===== config.mk =====
export PLATFORM = sky130hd
export DESIGN_NAME = axi_read_w2n_width_converter
export DESIGN_NICKNAME = d
export VERILOG_FILES = /design/src/rtl/axi_read_w2n_width_converter.sv
export SDC_FILE = /design/constraint.sdc
export NUM_CORES = 1
export LEC_CHECK = 0
export CAP_MARGIN = 20
export CORE_UTILIZATION = 47
export DETAILED_ROUTE_END_ITERATION = 8
export HOLD_SLACK_MARGIN = 0.08
export MAX_ROUTING_LAYER = met4
export PLACE_DENSITY = 0.93
export SLEW_MARGIN = 25
export SYNTH_ARGS = -nofsm -noshare
export SYNTH_HDL_FRONTEND = slang
export SYNTH_SLANG_ARGS = --single-unit

===== constraint.sdc =====
create_clock -name aclk -period 3.8 [get_ports aclk]
set_input_delay 0.57 -clock aclk [delete_from_list [all_inputs] [get_ports aclk]]
set_output_delay 0.57 -clock aclk [all_outputs]
set_load 0.05 [all_outputs]

===== src/rtl/axi_read_w2n_width_converter.sv =====
// AXI read-channel width converter: a wide (TARGET_WIDTH) downstream read
// port feeding a narrow (SOURCE_WIDTH) upstream master. Each upstream AR is
// converted to a single wide-aligned INCR burst. Every returned wide beat is
// parked in a holding register and unpacked lane by lane into narrow beats.
// One transaction is outstanding at a time.
//
// Optional build macro AXI_R_W2N_ERR_CHECK_EN: upstream requests with a burst
// type other than INCR, or a beat size other than the narrow bus width, are
// not forwarded. Instead they are answered locally with arlen+1 SLVERR beats.
module axi_read_w2n_width_converter #(
    parameter int SOURCE_WIDTH = 64,
    parameter int TARGET_WIDTH = 128,
    parameter int ADDR_WIDTH   = 32
) (
    input  logic                    aclk,
    input  logic                    areset,
    // upstream (narrow) read address channel
    input  logic [ADDR_WIDTH-1:0]   s_axi_araddr,
    input  logic [2:0]              s_axi_arsize,
    input  logic [7:0]              s_axi_arlen,
    input  logic [1:0]              s_axi_arburst,
    input  logic [7:0]              s_axi_arid,
    input  logic                    s_axi_arvalid,
    output logic                    s_axi_arready,
    // upstream (narrow) read data channel
    output logic [SOURCE_WIDTH-1:0] s_axi_rdata,
    output logic [7:0]              s_axi_rid,
    output logic [1:0]              s_axi_rresp,
    output logic                    s_axi_rvalid,
    input  logic                    s_axi_rready,
    output logic                    s_axi_rlast,
    // downstream (wide) read address channel
    output logic [ADDR_WIDTH-1:0]   m_axi_araddr,
    output logic [2:0]              m_axi_arsize,
    output logic [7:0]              m_axi_arlen,
    output logic [1:0]              m_axi_arburst,
    output logic [7:0]              m_axi_arid,
    output logic                    m_axi_arvalid,
    input  logic                    m_axi_arready,
    // downstream (wide) read data channel
    input  logic [TARGET_WIDTH-1:0] m_axi_rdata,
    input  logic [1:0]              m_axi_rresp,
    input  logic                    m_axi_rvalid,
    output logic                    m_axi_rready
);

    localparam int R        = TARGET_WIDTH / SOURCE_WIDTH;
    localparam int LANE_W   = $clog2(R);
    localparam int T_BYTE_W = $clog2(TARGET_WIDTH / 8);
    localparam int S_BYTE_W = $clog2(SOURCE_WIDTH / 8);
    localparam logic [LANE_W-1:0] LAST_LANE = LANE_W'(R - 1);

    typedef enum logic [1:0] {
        IDLE = 2'd0,
        ADDR = 2'd1,
        DATA = 2'd2
`ifdef AXI_R_W2N_ERR_CHECK_EN
        ,
        ERR  = 2'd3
`endif
    } state_t;

    state_t                  state_reg;
    logic                    arready_reg;
    logic                    m_arvalid_reg;
    logic [ADDR_WIDTH-1:0]   m_araddr_reg;
    logic [7:0]              m_arlen_reg;
    logic [7:0]              id_reg;
    logic [7:0]              len_reg;
    logic [7:0]              beat_reg;
    logic [LANE_W-1:0]       lane_reg;
    logic [TARGET_WIDTH-1:0] hold_reg;
    logic [1:0]              hold_resp_reg;
    logic                    hold_valid_reg;

    // Starting lane inside the first wide word, and the wide beat count it implies
    logic [LANE_W-1:0]       lane0_next;
    logic [8:0]              narrow_span_next;
    logic [7:0]              wide_len_next;
    logic [ADDR_WIDTH-1:0]   aligned_addr_next;
    logic                    wide_fire;
    logic                    narrow_fire;

    assign lane0_next        = s_axi_araddr[T_BYTE_W-1:S_BYTE_W];
    assign narrow_span_next  = {1'b0, s_axi_arlen} + 9'(lane0_next);
    assign wide_len_next     = 8'(narrow_span_next >> LANE_W);
    assign aligned_addr_next = {s_axi_araddr[ADDR_WIDTH-1:T_BYTE_W], T_BYTE_W'(0)};

    assign wide_fire   = m_axi_rvalid && m_axi_rready;
    assign narrow_fire = s_axi_rvalid && s_axi_rready;

    // Lane slices of the holding register, selected by the current lane
    logic [SOURCE_WIDTH-1:0] lane_slice [R];

    generate
        for (genvar gi = 0; gi < R; gi++) begin : g_lane
            assign lane_slice[gi] = hold_reg[gi*SOURCE_WIDTH +: SOURCE_WIDTH];
        end
    endgenerate

    // Downstream AR channel: registered fields, burst shape fixed to wide INCR
    assign s_axi_arready = arready_reg;
    assign m_axi_arvalid = m_arvalid_reg;
    assign m_axi_araddr  = m_araddr_reg;
    assign m_axi_arlen   = m_arlen_reg;
    assign m_axi_arid    = id_reg;
    assign m_axi_arsize  = 3'(T_BYTE_W);
    assign m_axi_arburst = 2'b01;

    // Only pull a new wide beat once the previous one has been fully unpacked
    assign m_axi_rready  = (state_reg == DATA) && !hold_valid_reg;

    assign s_axi_rid     = id_reg;
    assign s_axi_rlast   = s_axi_rvalid && (beat_reg == len_reg);

`ifdef AXI_R_W2N_ERR_CHECK_EN
    logic err_active;
    logic req_bad;

    assign err_active   = (state_reg == ERR);
    assign req_bad      = (s_axi_arburst != 2'b01) || (s_axi_arsize != 3'(S_BYTE_W));
    assign s_axi_rvalid = hold_valid_reg || err_active;
    assign s_axi_rdata  = err_active ? '0 : lane_slice[lane_reg];
    assign s_axi_rresp  = err_active ? 2'b10 : hold_resp_reg;
`else
    // Burst type and beat size are taken on trust in this build
    logic unused_ar_fields;

    assign unused_ar_fields = ^{s_axi_arsize, s_axi_arburst};
    assign s_axi_rvalid     = hold_valid_reg;
    assign s_axi_rdata      = lane_slice[lane_reg];
    assign s_axi_rresp      = hold_resp_reg;
`endif

    // Transaction FSM: address capture, wide AR issue, lane-by-lane unpacking
    always_ff @(posedge aclk) begin
        if (areset) begin
            state_reg      <= IDLE;
            arready_reg    <= 1'b0;
            m_arvalid_reg  <= 1'b0;
            m_araddr_reg   <= '0;
            m_arlen_reg    <= '0;
            id_reg         <= '0;
            len_reg        <= '0;
            beat_reg       <= '0;
            lane_reg       <= '0;
            hold_reg       <= '0;
            hold_resp_reg  <= '0;
            hold_valid_reg <= 1'b0;
        end else begin
            case (state_reg)
                IDLE: begin
                    arready_reg <= 1'b1;
                    if (s_axi_arvalid && arready_reg) begin
                        arready_reg  <= 1'b0;
                        id_reg       <= s_axi_arid;
                        len_reg      <= s_axi_arlen;
                        beat_reg     <= '0;
                        lane_reg     <= lane0_next;
                        m_araddr_reg <= aligned_addr_next;
                        m_arlen_reg  <= wide_len_next;
`ifdef AXI_R_W2N_ERR_CHECK_EN
                        if (req_bad) begin
                            state_reg <= ERR;
                        end else begin
                            m_arvalid_reg <= 1'b1;
                            state_reg     <= ADDR;
                        end
`else
                        m_arvalid_reg <= 1'b1;
                        state_reg     <= ADDR;
`endif
                    end
                end

                ADDR: begin
                    if (m_axi_arready) begin
                        m_arvalid_reg <= 1'b0;
                        state_reg     <= DATA;
                    end
                end

                DATA: begin
                    if (wide_fire) begin
                        hold_reg       <= m_axi_rdata;
                        hold_resp_reg  <= m_axi_rresp;
                        hold_valid_reg <= 1'b1;
                    end
                    if (narrow_fire) begin
                        if (s_axi_rlast) begin
                            hold_valid_reg <= 1'b0;
                            lane_reg       <= '0;
                            beat_reg       <= '0;
                            arready_reg    <= 1'b1;
                            state_reg      <= IDLE;
                        end else begin
                            beat_reg <= beat_reg + 8'd1;
                            if (lane_reg == LAST_LANE) begin
                                hold_valid_reg <= 1'b0;
                                lane_reg       <= '0;
                            end else begin
                                lane_reg <= lane_reg + 1'b1;
                            end
                        end
                    end
                end

`ifdef AXI_R_W2N_ERR_CHECK_EN
                ERR: begin
                    if (narrow_fire) begin
                        if (s_axi_rlast) begin
                            beat_reg    <= '0;
                            lane_reg    <= '0;
                            arready_reg <= 1'b1;
                            state_reg   <= IDLE;
                        end else begin
                            beat_reg <= beat_reg + 8'd1;
                        end
                    end
                end
`endif

                default: state_reg <= IDLE;
            endcase
        end
    end

endmodule

# --- Yosys cells after proc, flatten, opt, wreduce, memory -nomap -nowiden ---
# Index checks and enable logic that the tools add are counted.
word_totals:
  input_bits: 189
  wordCells: 67
  regBits: 196
  output_inout_bits: 132
classes:
  n_eq_ne: 7
  bitwise: 1
  n_mux: 28
  reduce_logical: 15
  magnitude_cmp: 1
  addsub: 3
ops:
  columns: ["cell", "count"]
  rows:
  - ["64-bit two-way mux", 3]
  - ["8-bit two-way mux", 3]
  - ["8-bit one-hot mux with 2 select lines", 1]
  - ["1-bit two-way mux", 13]
  - ["8-bit by 1-bit adder with 9-bit output", 1]
  - ["3-bit AND reduction", 3]
  - ["8-bit by 1-bit adder with 8-bit output, second input constant", 1]
  - ["8-bit equality test", 1]
  - ["2-bit two-way mux", 4]
  - ["2-bit inequality test, second input constant", 4]
  - ["1-bit one-hot mux with 2 select lines", 3]
  - ["2-bit one-hot mux with 3 select lines", 1]
  - ["1-bit logical AND", 5]
  - ["2-bit AND reduction", 2]
  - ["4-bit AND reduction", 1]
  - ["2-bit nonzero test", 2]
  - ["2-bit by 1-bit equality test with 1-bit output, second input constant", 1]
  - ["2-bit equality test, second input constant", 1]
  - ["2-bit >= comparator, second input constant", 1]
  - ["2-bit logical NOT", 1]
  - ["1-bit NOT with 2-bit output", 1]
  - ["1-bit adder, second input constant", 1]
  - ["1-bit logical NOT", 1]

# --- Logic depth before layout (Yosys ltp) ---
depth:
  ltp_word: 7
  depth_mapped: 8
  mapped_depth_nobuf: 5

# --- Least setup slack after synthesis ---
# No wires, ideal clock.
synth_timing:
  path_kind: "register to output"
  start: "reg lane_reg"
  end: "out s_axi_rdata[33]"
  path_buffers: 2
  stages_incl_launch_ff: 4
  setup_slack_ps: 1766
  required_ps: 3230
  arrival_ps: 1464
  cell_sequence: "dfxtp_1 > clkbuf_1 > buf_1 > mux2_2"
synth_via:
  elab_chain_cells: 4
synth_rtl:
  columns: ["element", "line_no", "source"]
  rows:
  - ["start: declaration", "71", "logic [LANE_W-1:0] lane_reg;"]
  - ["start signal: assignment", "159", "lane_reg <= lane0_next;"]
  - ["start signal: assignment", "202", "lane_reg <= lane_reg + 1'b1;"]
  - ["1-bit NOT with 2-bit output (not written as such)", "131", "assign s_axi_rdata = lane_slice[lane_reg];"]
  - ["64-bit two-way mux (not written as such) (3 in a row)", "131", null]
  - ["end: declaration", "26", "output logic [SOURCE_WIDTH-1:0] s_axi_rdata,"]
# Every way passes these cells. The select of a mux whose other input is x is not followed.

# --- Worst setup path after layout ---
layout_timing:
  start: "reg lane_reg"
  end: "out s_axi_rdata[1]"
# The elaborated chain is that of the path after synthesis.

==> out/qor.txt <==
Run status -> complete, no violations
Register share of total power -> 45.4%
Final worst path period need -> 3.06 ns
Leakage component of the power -> 0.00410 uW
Diode insertion count for antenna repair -> 0
Cell types with the largest area share after synthesis -> sky130_fd_sc_hd__dfxtp_1, sky130_fd_sc_hd__nand2_1, sky130_fd_sc_hd__a21oi_1
Cell area after technology mapping -> 0.00806 mm2
Die Footprint -> 0.0177 mm2
Multi-input combinational cell area -> 0.00368 mm2
Part of the power in the clock network -> 39.2%
Slew of the pin with the lowest slew margin -> 0.733 ns
Number of port buffers -> 303
Remaining max-slew budget at the tightest pin -> 51.1%
Via count of the first global-routing pass -> 7503
Total routed wirelength -> 22800 um
Final period util -> 80.5%
Clock sinks -> 196
Worst VDD drop -> 0.298 mV
Number of detailed-route iterations in the first pass -> 5
FF+latch count, synth -> 196
Sw Pwr -> 1220 uW
Worst path required time -> 3.23 ns
Number of hold violations in the final report -> 0
Most used cells in the layout excluding fill and tap cells -> sky130_fd_sc_hd__nand2_1, sky130_fd_sc_hd__clkdlybuf4s50_1, sky130_fd_sc_hd__dfxtp_1, sky130_fd_sc_hd__a21oi_1, sky130_fd_sc_hd__mux2_2
Fin nets -> 1428
Combinational cell fraction of total power -> 15.4%
Sw frac -> 25.9%
Area growth, synth to finish -> 44.5%
M3 GR Usage -> 6.74%
Layout fillers -> 1214
Internal Pwr Total -> 3510 uW
First DRT Iteration DRCs -> 500
Commonest non-fill, non-tap cell in the layout -> sky130_fd_sc_hd__nand2_1
Number of instances in the synthesized netlist -> 989
Initial antenna violation count -> 0
Design Power -> 4730 uW
Crit-path max FO -> 55
First-pass GRT wire length -> 35800 um
Number of placed I/O pins -> 321
H-tree depth -> 4
Element type at the critical path end -> output port
Leading area contributor after synthesis -> sky130_fd_sc_hd__dfxtp_1
Grt total ovfl -> 0
Overall routing resource usage -> 26.1%
Core Area -> 0.0166 mm2
Critical path data arrival time -> 2.49 ns
Met2 capacity usage during global routing -> 45.1%
Maximum clock frequency -> 327 MHz
Post-CTS Setup Inserts -> 0
Post-cts gate resize count -> 0
Floorplan die height -> 133 um
Number of max-slew violations in the final report -> 0
Post-synthesis cell type count -> 37
Number of maximum-capacitance constraint violations -> 0
Largest clock skew in the final design -> 0.00805 ns
Total power divided by cell area -> 406 mW/mm2
DRC violation count after routing -> 0
Number of setup violations in the final report -> 0
Maximum number of pins on one net before global-route repair -> 117
Root buf cell -> sky130_fd_sc_hd__clkbuf_16
Initial standard-cell utilization of the core -> 48.4%
Synth top area share -> 48.7%
Routed Antenna Nets -> 0
Kind of launch point of the worst setup path -> flip-flop
Clock latency on the worst-skew pair -> 0.42 ns
# rows -> 47
Sum of net half-perimeters after detailed placement -> 15700 um
Register area share after synthesis -> 48.7%
Clock-pin slew of the registers on the worst-case setup and hold paths -> 0.07 ns
Area used by sequential logic in the layout -> 0.00393 mm2
Crit Path Category -> flip-flop to output port
Hold buffer count at CTS -> 0
X dimension of the die -> 133 um
Setup repair after global routing missed its margin -> no
Number of CTS-inserted buffers -> 17
Class of the worst hold path -> flip-flop to flip-flop
Clock tree from TritonCTS -> built
Share of cells above drive strength 1 -> 9.05%
CTS max path bufs -> 2
Routed wire length per instance -> 15.5 um
Setup tns final -> 0 ns
Synth warnings -> 0
GRT busiest layer -> met2
Vias per Instance -> 5.20
Vias post-DR -> 7627
Flip-flop count of the largest register after layout -> 128
Global placer's final weighted congestion -> 0.839
GR met1 Demand/Resource -> 28.4%
Mean area per synthesized cell -> 8.14 um2
metal layers:
metal  part of all wire, %  up-vias  wire, um
met5                     0        -         0
li1                      -     3729         -
met4                   3.0        0       692
met2                    50      275     11400
met1                    39     3577      8950
met3                   7.4       46      1680
metrics by stage:
stage | utilization [%] | setup WS, ns | hold slack [ns] | instances | cell area (um2)
floorplan | - | 1.77 | 0.433 | 996 | 8080
global placement | 66.3 | 1.19 | 0.438 | 1438 | 11000
detailed placement | 66.3 | 1.14 | 0.444 | 1438 | 11000
CTS | 69.9 | 0.733 | 0.454 | 1468 | 11600
global route | 69.9 | 0.685 | 0.471 | 1468 | 11600
finish | 69.9 | 0.740 | 0.451 | 1468 | 11600
critical path, stage by stage (launching register included):
cell and delay, ns:
sky130_fd_sc_hd__dfxtp_2 0.54, sky130_fd_sc_hd__buf_12 0.34, sky130_fd_sc_hd__mux2_2 0.39, sky130_fd_sc_hd__clkdlybuf4s50_1 0.73
final cells by class:
| class | count | area share, % |
|---|---|---|
| multi-input combinational | 711 | 31.6 |
| clock buffer | 19 | 3.89 |
| tap | 220 | 2.37 |
| clock inverter | 11 | 1.28 |
| sequential | 196 | 33.7 |
| inverter | 1 | 0.0323 |
| timing repair buffer | 310 | 27.1 |
synthesized netlist by cell type, drive strengths merged:
| cell | count |
|---|---|
| nor3 | 6 |
| buf | 59 |
| a221oi | 1 |
| nand2b | 2 |
| a211oi | 7 |
| nor2 | 9 |
| clkbuf | 29 |
| and3 | 5 |
| o211a | 1 |
| a21oi | 183 |
| nand3 | 9 |
| xor2 | 12 |
| nand4b | 3 |
| mux2 | 65 |
| nand4 | 1 |
| nor4 | 2 |
| conb | 2 |
| ha | 2 |
| nand3b | 6 |
| inv | 1 |
| a31oi | 7 |
| nand2 | 370 |
| xnor2 | 2 |
| nor2b | 2 |
| o211ai | 1 |
| a21o | 2 |
| dfxtp | 196 |
| and2 | 4 |
cell families after synthesis:
group / after synthesis / synth area share (%)
AOI/OAI and AO/OA: 202 / 13.2
adders and majority gates: 2 / 0.311
muxes: 65 / 9.09
xor gates and xnor gates: 14 / 1.52
DFF: 196 / 48.7
other: 2 / 0.0932
and+or+nand+nor: 419 / 21.0
buffers and inverters: 89 / 6.10
power by group through the flow:
stage	sequential [uW]	clock [uW]	combinational, uW
2_1_floorplan	2290	0	306
3_3_place_gp	2190	0	716
3_5_place_dp	2200	0	723
4_1_cts	2150	1880	728
5_1_grt	2160	1960	766
6_report	2150	1850	728
final timing paths:
check                                        end  slack [ns]  depth (start not counted)         start
worst max register to register  m_axi_araddr[21]        1.71                          6  state_reg[1]
worst max-delay path              s_axi_rdata[1]        0.74                          3      lane_reg
worst min register to register      hold_reg[52]        0.45                          2  hold_reg[52]
worst min-delay path                hold_reg[52]        0.45                          2  hold_reg[52]
Note: power is estimated with default switching activity, not from simulation.
